$ cat src/rtl/serial_add_sequencer.sv
// serial_add_sequencer: drives an external full-adder cell LSB-first to form a WIDTH-bit add/sub with MIPS flags
module serial_add_sequencer #(
  parameter int WIDTH = 32
) (
  input  logic             clk,
  input  logic             rst_n,
  input  logic             start,
  input  logic             sub,
  input  logic [WIDTH-1:0] a,
  input  logic [WIDTH-1:0] b,
  output logic             fa_d1,
  output logic             fa_d2,
  output logic             fa_cin,
  input  logic             fa_sum,
  input  logic             fa_cout,
  output logic             busy,
  output logic             done,
  output logic [WIDTH-1:0] result,
  output logic             carry_out,
  output logic             overflow,
  output logic             zero
);
  localparam int CW = $clog2(WIDTH);
  typedef enum logic [1:0] {IDLE, RUN, DONE} state_t;
  state_t           state;
  logic [CW-1:0]    cnt;
  logic [WIDTH-1:0] a_sh, b_sh;
  logic [WIDTH-2:0] acc;
  logic             carry;
  logic [WIDTH-1:0] fin;
  assign fin    = {fa_sum, acc};
  assign fa_d1  = (state == RUN) & a_sh[0];
  assign fa_d2  = (state == RUN) & b_sh[0];
  assign fa_cin = (state == RUN) & carry;
  always_ff @(posedge clk or negedge rst_n) begin
    if (!rst_n) begin
      state     <= IDLE;
      cnt       <= '0;
      a_sh      <= '0;
      b_sh      <= '0;
      acc       <= '0;
      carry     <= 1'b0;
      busy      <= 1'b0;
      done      <= 1'b0;
      result    <= '0;
      carry_out <= 1'b0;
      overflow  <= 1'b0;
      zero      <= 1'b0;
    end else begin
      case (state)
        RUN: begin
          acc   <= fin[WIDTH-1:1];
          a_sh  <= a_sh >> 1;
          b_sh  <= b_sh >> 1;
          carry <= fa_cout;
          cnt   <= cnt + 1'b1;
          if (cnt == CW'(WIDTH - 1)) begin
            // carry still holds the carry into the MSB on this last bit
            result    <= fin;
            carry_out <= fa_cout;
            overflow  <= carry ^ fa_cout;
            zero      <= ~|fin;
            busy      <= 1'b0;
            done      <= 1'b1;
            state     <= DONE;
          end
        end
        default: begin
          done <= 1'b0;
          if (start) begin
            a_sh  <= a;
            b_sh  <= sub ? ~b : b;
            carry <= sub;
            cnt   <= '0;
            acc   <= '0;
            busy  <= 1'b1;
            state <= RUN;
          end else begin
            state <= IDLE;
          end
        end
      endcase
    end
  end
endmodule
$ cat config.mk
export PLATFORM = sky130hd
export DESIGN_NAME = serial_add_sequencer
export DESIGN_NICKNAME = d
export VERILOG_FILES = /design/src/rtl/serial_add_sequencer.sv
export SDC_FILE = /design/constraint.sdc
export NUM_CORES = 1
export LEC_CHECK = 0
export ABC_AREA = 1
export CORE_MARGIN = 2
export CORE_UTILIZATION = 42
export CTS_BUF_LIST = sky130_fd_sc_hd__clkbuf_4 sky130_fd_sc_hd__clkbuf_8
export DETAILED_ROUTE_END_ITERATION = 8
export PLACE_DENSITY_LB_ADDON = 0.08
export REMOVE_ABC_BUFFERS = 1
export SYNTH_ARGS = -nofsm -noshare
export SYNTH_HDL_FRONTEND = slang
export SYNTH_SLANG_ARGS = --single-unit
export TNS_END_PERCENT = 1
$ cat constraint.sdc
create_clock -name clk -period 4.1 [get_ports clk]
set_clock_uncertainty 0.15 [all_clocks]
set_input_delay 1.23 -clock clk [delete_from_list [all_inputs] [get_ports clk]]
set_output_delay 1.23 -clock clk [all_outputs]
set_load 0.005 [all_outputs]
==> summary.md <==
| Metric | Value |
|---|---|
| Initial core utilization | `around 43%` |
| TNS Setup | `0 ns` |
| Most common cell after layout, fill and taps aside | `nand2_1` |
| Via-per-instance ratio | `roughly 5.0` |
| Number of design rule violations left after detail routing | `0` |
| Number of I/O port buffers | `about 110` |
| Mean area per synthesized cell | `slightly below 10 um^2` |
| Initial antenna violation count | `0` |
| Number of failing setup endpoints in the final timing report | `0` |
| Min-Delay Path Depth | `2` |
| H-tree depth | `4` |
| Reg2reg path depth | `8` |
| Final worst-path cycle share | `between 80% and 90%` |
| Largest vdd supply drop | `0.255 mV` |
| Final Slew Violations | `0` |
| Die W | `about 120 um` |
| Vias post-DR | `between 4000 and 5000` |
| Antenna diode count | `0` |
| Net switching component of the power | `1.66 mW` |
| Internal Pwr Total | `around 3.3 mW` |
| Via count of the first global-routing pass | `between 4000 and 5000` |
| RD Place Congestion | `0.772` |
| Count of warnings emitted by yosys | `0` |
| Worst hold path type | `reg -> reg` |
| Proportion of power drawn by combinational gates | `35.4%` |
| Clock root cell | `clkbuf_8` |
| Half-perimeter wire length after placement | `around 7800 um` |
| Largest net degree at the start of global routing | `between 70 and 80` |
| I/O pin count | `110` |
| Crit path required time | `between 2 and 3 ns` |
| Wire length of the first global-routing pass | `21000 um` |
| Share of post-route cells with drive strength above 1 | `around 6.7%` |
| Run status | `completed` |
| Gate Count Post-Synth | `around 600` |
| Insertion delay of the later-clocked pin in the worst-skew pair | `~0.43 ns` |
| Total clock buffers created by CTS | `17` |
| Total global-route track usage | `between 10% and 20%` |
| Area of the placeable core | `roughly 0.014 mm^2` |
| Seq/Total Area, Yosys | `between 50% and 60%` |
| Number of synthesized register bits | `approximately 140` |
| Multi-input combinational cell area | `between 0.0015 and 0.002 mm^2` |
| Die boundary height | `122 um` |
| Post-layout net count | `780` |
| Clock tree from TritonCTS | `built` |
| WL per Instance | `around 14 um` |
| Category of the worst setup path capture point | `output port` |
| Worst hold slack | `around 0.33 ns` |
| Max Cap Violations | `0` |
| Worst Max-Slew Pin Slew | `between 0.8 and 0.9 ns` |
| Quantity of hold-fixing buffers added after cts | `0` |
| Remaining antenna violation count after routing | `0` |
| Cts repair resizes | `0` |
| Number of detailed-routing iterations run before antenna repair | `4` |
| Cell area power density | `between 600 and 700 mW/mm^2` |
| Setup repair after global routing missed its margin | `false` |
| Clk pin slew, worst setup/hold paths | `about 0.07 ns` |
| Area grow syn2layout | `25.8%` |
| Total global routing overflow | `0` |
| Netlist area before placement | `between 0.005 and 0.006 mm^2` |
| Final-layout fill cell count | `1327` |
| Crit path max fanout | `55` |
| Hold Violations, Final | `0` |
| Maximum frequency from static timing analysis | `roughly 290 MHz` |
| Clock power share | `between 10% and 20%` |
| Net Sw Frac | `around 33%` |
| Max transition margin | `a little over 40%` |
| Number of sinks handled by clock tree synthesis | `roughly 140` |
| Area enclosed by the die boundary | `about 0.015 mm^2` |
| Leakage power | `~3.3 nW` |
| Clock Path Buffers | `2` |
| Final critical path time including I/O delays and setup | `between 3 and 4 ns` |
| Commonest cells after routing, fill and taps aside | `nand2_1, dfrtp_1, clkdlybuf4s50_1, inv_1` |
| Post-CTS repair timing setup buffer count | `0` |
| Critical Path AT | `between 2 and 2.5 ns` |
| Seq pwr share | `~45%` |
| Site row count | `43` |
| Count of different cell masters after synthesis | `27` |
| Detailed Route Iter0 Violations | `roughly 270` |
| Overall routed net length | `about 12000 um` |
| Sequential cell area | `approximately 0.0035 mm^2` |
| Type of the worst setup path | `reg -> out` |
| Crit start category | `flip-flop` |
worst max-delay path, stage by stage, from the launching register on:
cell,delay [ns]
dfrtp_1,0.39
inv_2,0.09
nand2_4,0.34
nor2_1,0.25
clkdlybuf4s50_1,0.54
metrics by stage:
stage | setup slack, ns | area, um^2 | power, mW | util, % | cells
final | 0.641 | 7410 | 4.99 | 53.8 | 899
after global routing | 0.481 | 7410 | 5.42 | 53.8 | 899
after CTS | 0.620 | 7410 | 5.06 | 53.8 | 899
after detailed placement | 1.09 | 7050 | 4.05 | 51.2 | 869
after global placement | 1.13 | 7050 | 3.99 | 51.2 | 869
after floorplan | 1.63 | 5690 | 3.23 | - | 576
logic make-up (layout without fill, tap and decap cells):
logic type,after synthesis,after routing,share of synthesized area [%]
and+or+nand+nor,237,237,16.2
DFF,139,139,59.1
xor gates and xnor gates,34,34,5.06
AOI/OAI and AO/OA,105,105,12.1
adders and majority gates,2,2,0.425
buffers and inverters,96,202,7.10
power groups by stage:
stage | Combinational, mW | Sequential (mW) | Clock (mW)
global route | 2.02 | 2.30 | 1.10
finish | 1.77 | 2.23 | 0.994
CTS | 1.80 | 2.23 | 1.03
global placement | 1.76 | 2.23 | 0
detailed placement | 1.80 | 2.25 | 0
floorplan | 1.02 | 2.21 | 0
worst paths after layout:
check	endpoint	start	slack, ns
worst max-delay path	fa_cin	done	0.64
worst min-delay path	a_sh[28]	a_sh[28]	0.33
worst max register to register	result[18]	cnt[0]	1.61
worst min register to register	a_sh[28]	a_sh[28]	0.33
max in group asynchronous	b_sh[2]	rst_n	2.36
min in group asynchronous	acc[11]	rst_n	0.61
routing by layer:
metal	global-route usage (%)	wire length, um	vias up
met5	0	0	-
met3	4.28	601	17
met4	7.18	213	0
met1	23.9	5710	2140
met2	28.6	5780	104
li1	-	-	2197
synthesized netlist by cell type:
cell / count / area share [%]
a21oi_1: 1 / 0.085
nand2_1: 176 / 11
nand2_2: 1 / 0.11
o22ai_1: 33 / 3.5
a22o_1: 2 / 0.30
o21ai_1: 7 / 0.59
buf_6: 1 / 0.19
inv_2: 4 / 0.25
dfrtp_1: 139 / 59
nor2_1: 24 / 1.5
xnor2_1: 33 / 4.9
o21ai_0: 24 / 2.0
clkbuf_1: 5 / 0.32
nor3_1: 1 / 0.085
ha_1: 2 / 0.42
o21ai_2: 4 / 0.59
nand3_1: 31 / 2.6
nand2_4: 2 / 0.38
inv_1: 55 / 3.5
nand4_1: 1 / 0.11
nand3_2: 1 / 0.17
buf_1: 5 / 0.32
buf_4: 7 / 0.89
o221ai_1: 31 / 4.6
buf_2: 19 / 1.6
o211ai_1: 3 / 0.38
xor2_1: 1 / 0.15
state kept, by name, indices dropped and copies added (netlist names):
register   count
done           1
busy           1
b_sh          32
carry_out      1
zero           1
result        32
a_sh          32
state          1
acc           31
cnt            5
overflow       1
carry          1
layout make-up:
| type | count | share of cell area (%) |
|---|---|---|
| repair buffers | 113 | 15.3 |
| well taps | 180 | 3.04 |
| flip-flops and latches | 139 | 47.0 |
| inverters | 59 | 2.99 |
| clock inverters | 6 | 0.507 |
| clock buffers | 24 | 4.37 |
| multi-input cells | 378 | 26.9 |
(Power assumes the default switching activity.)
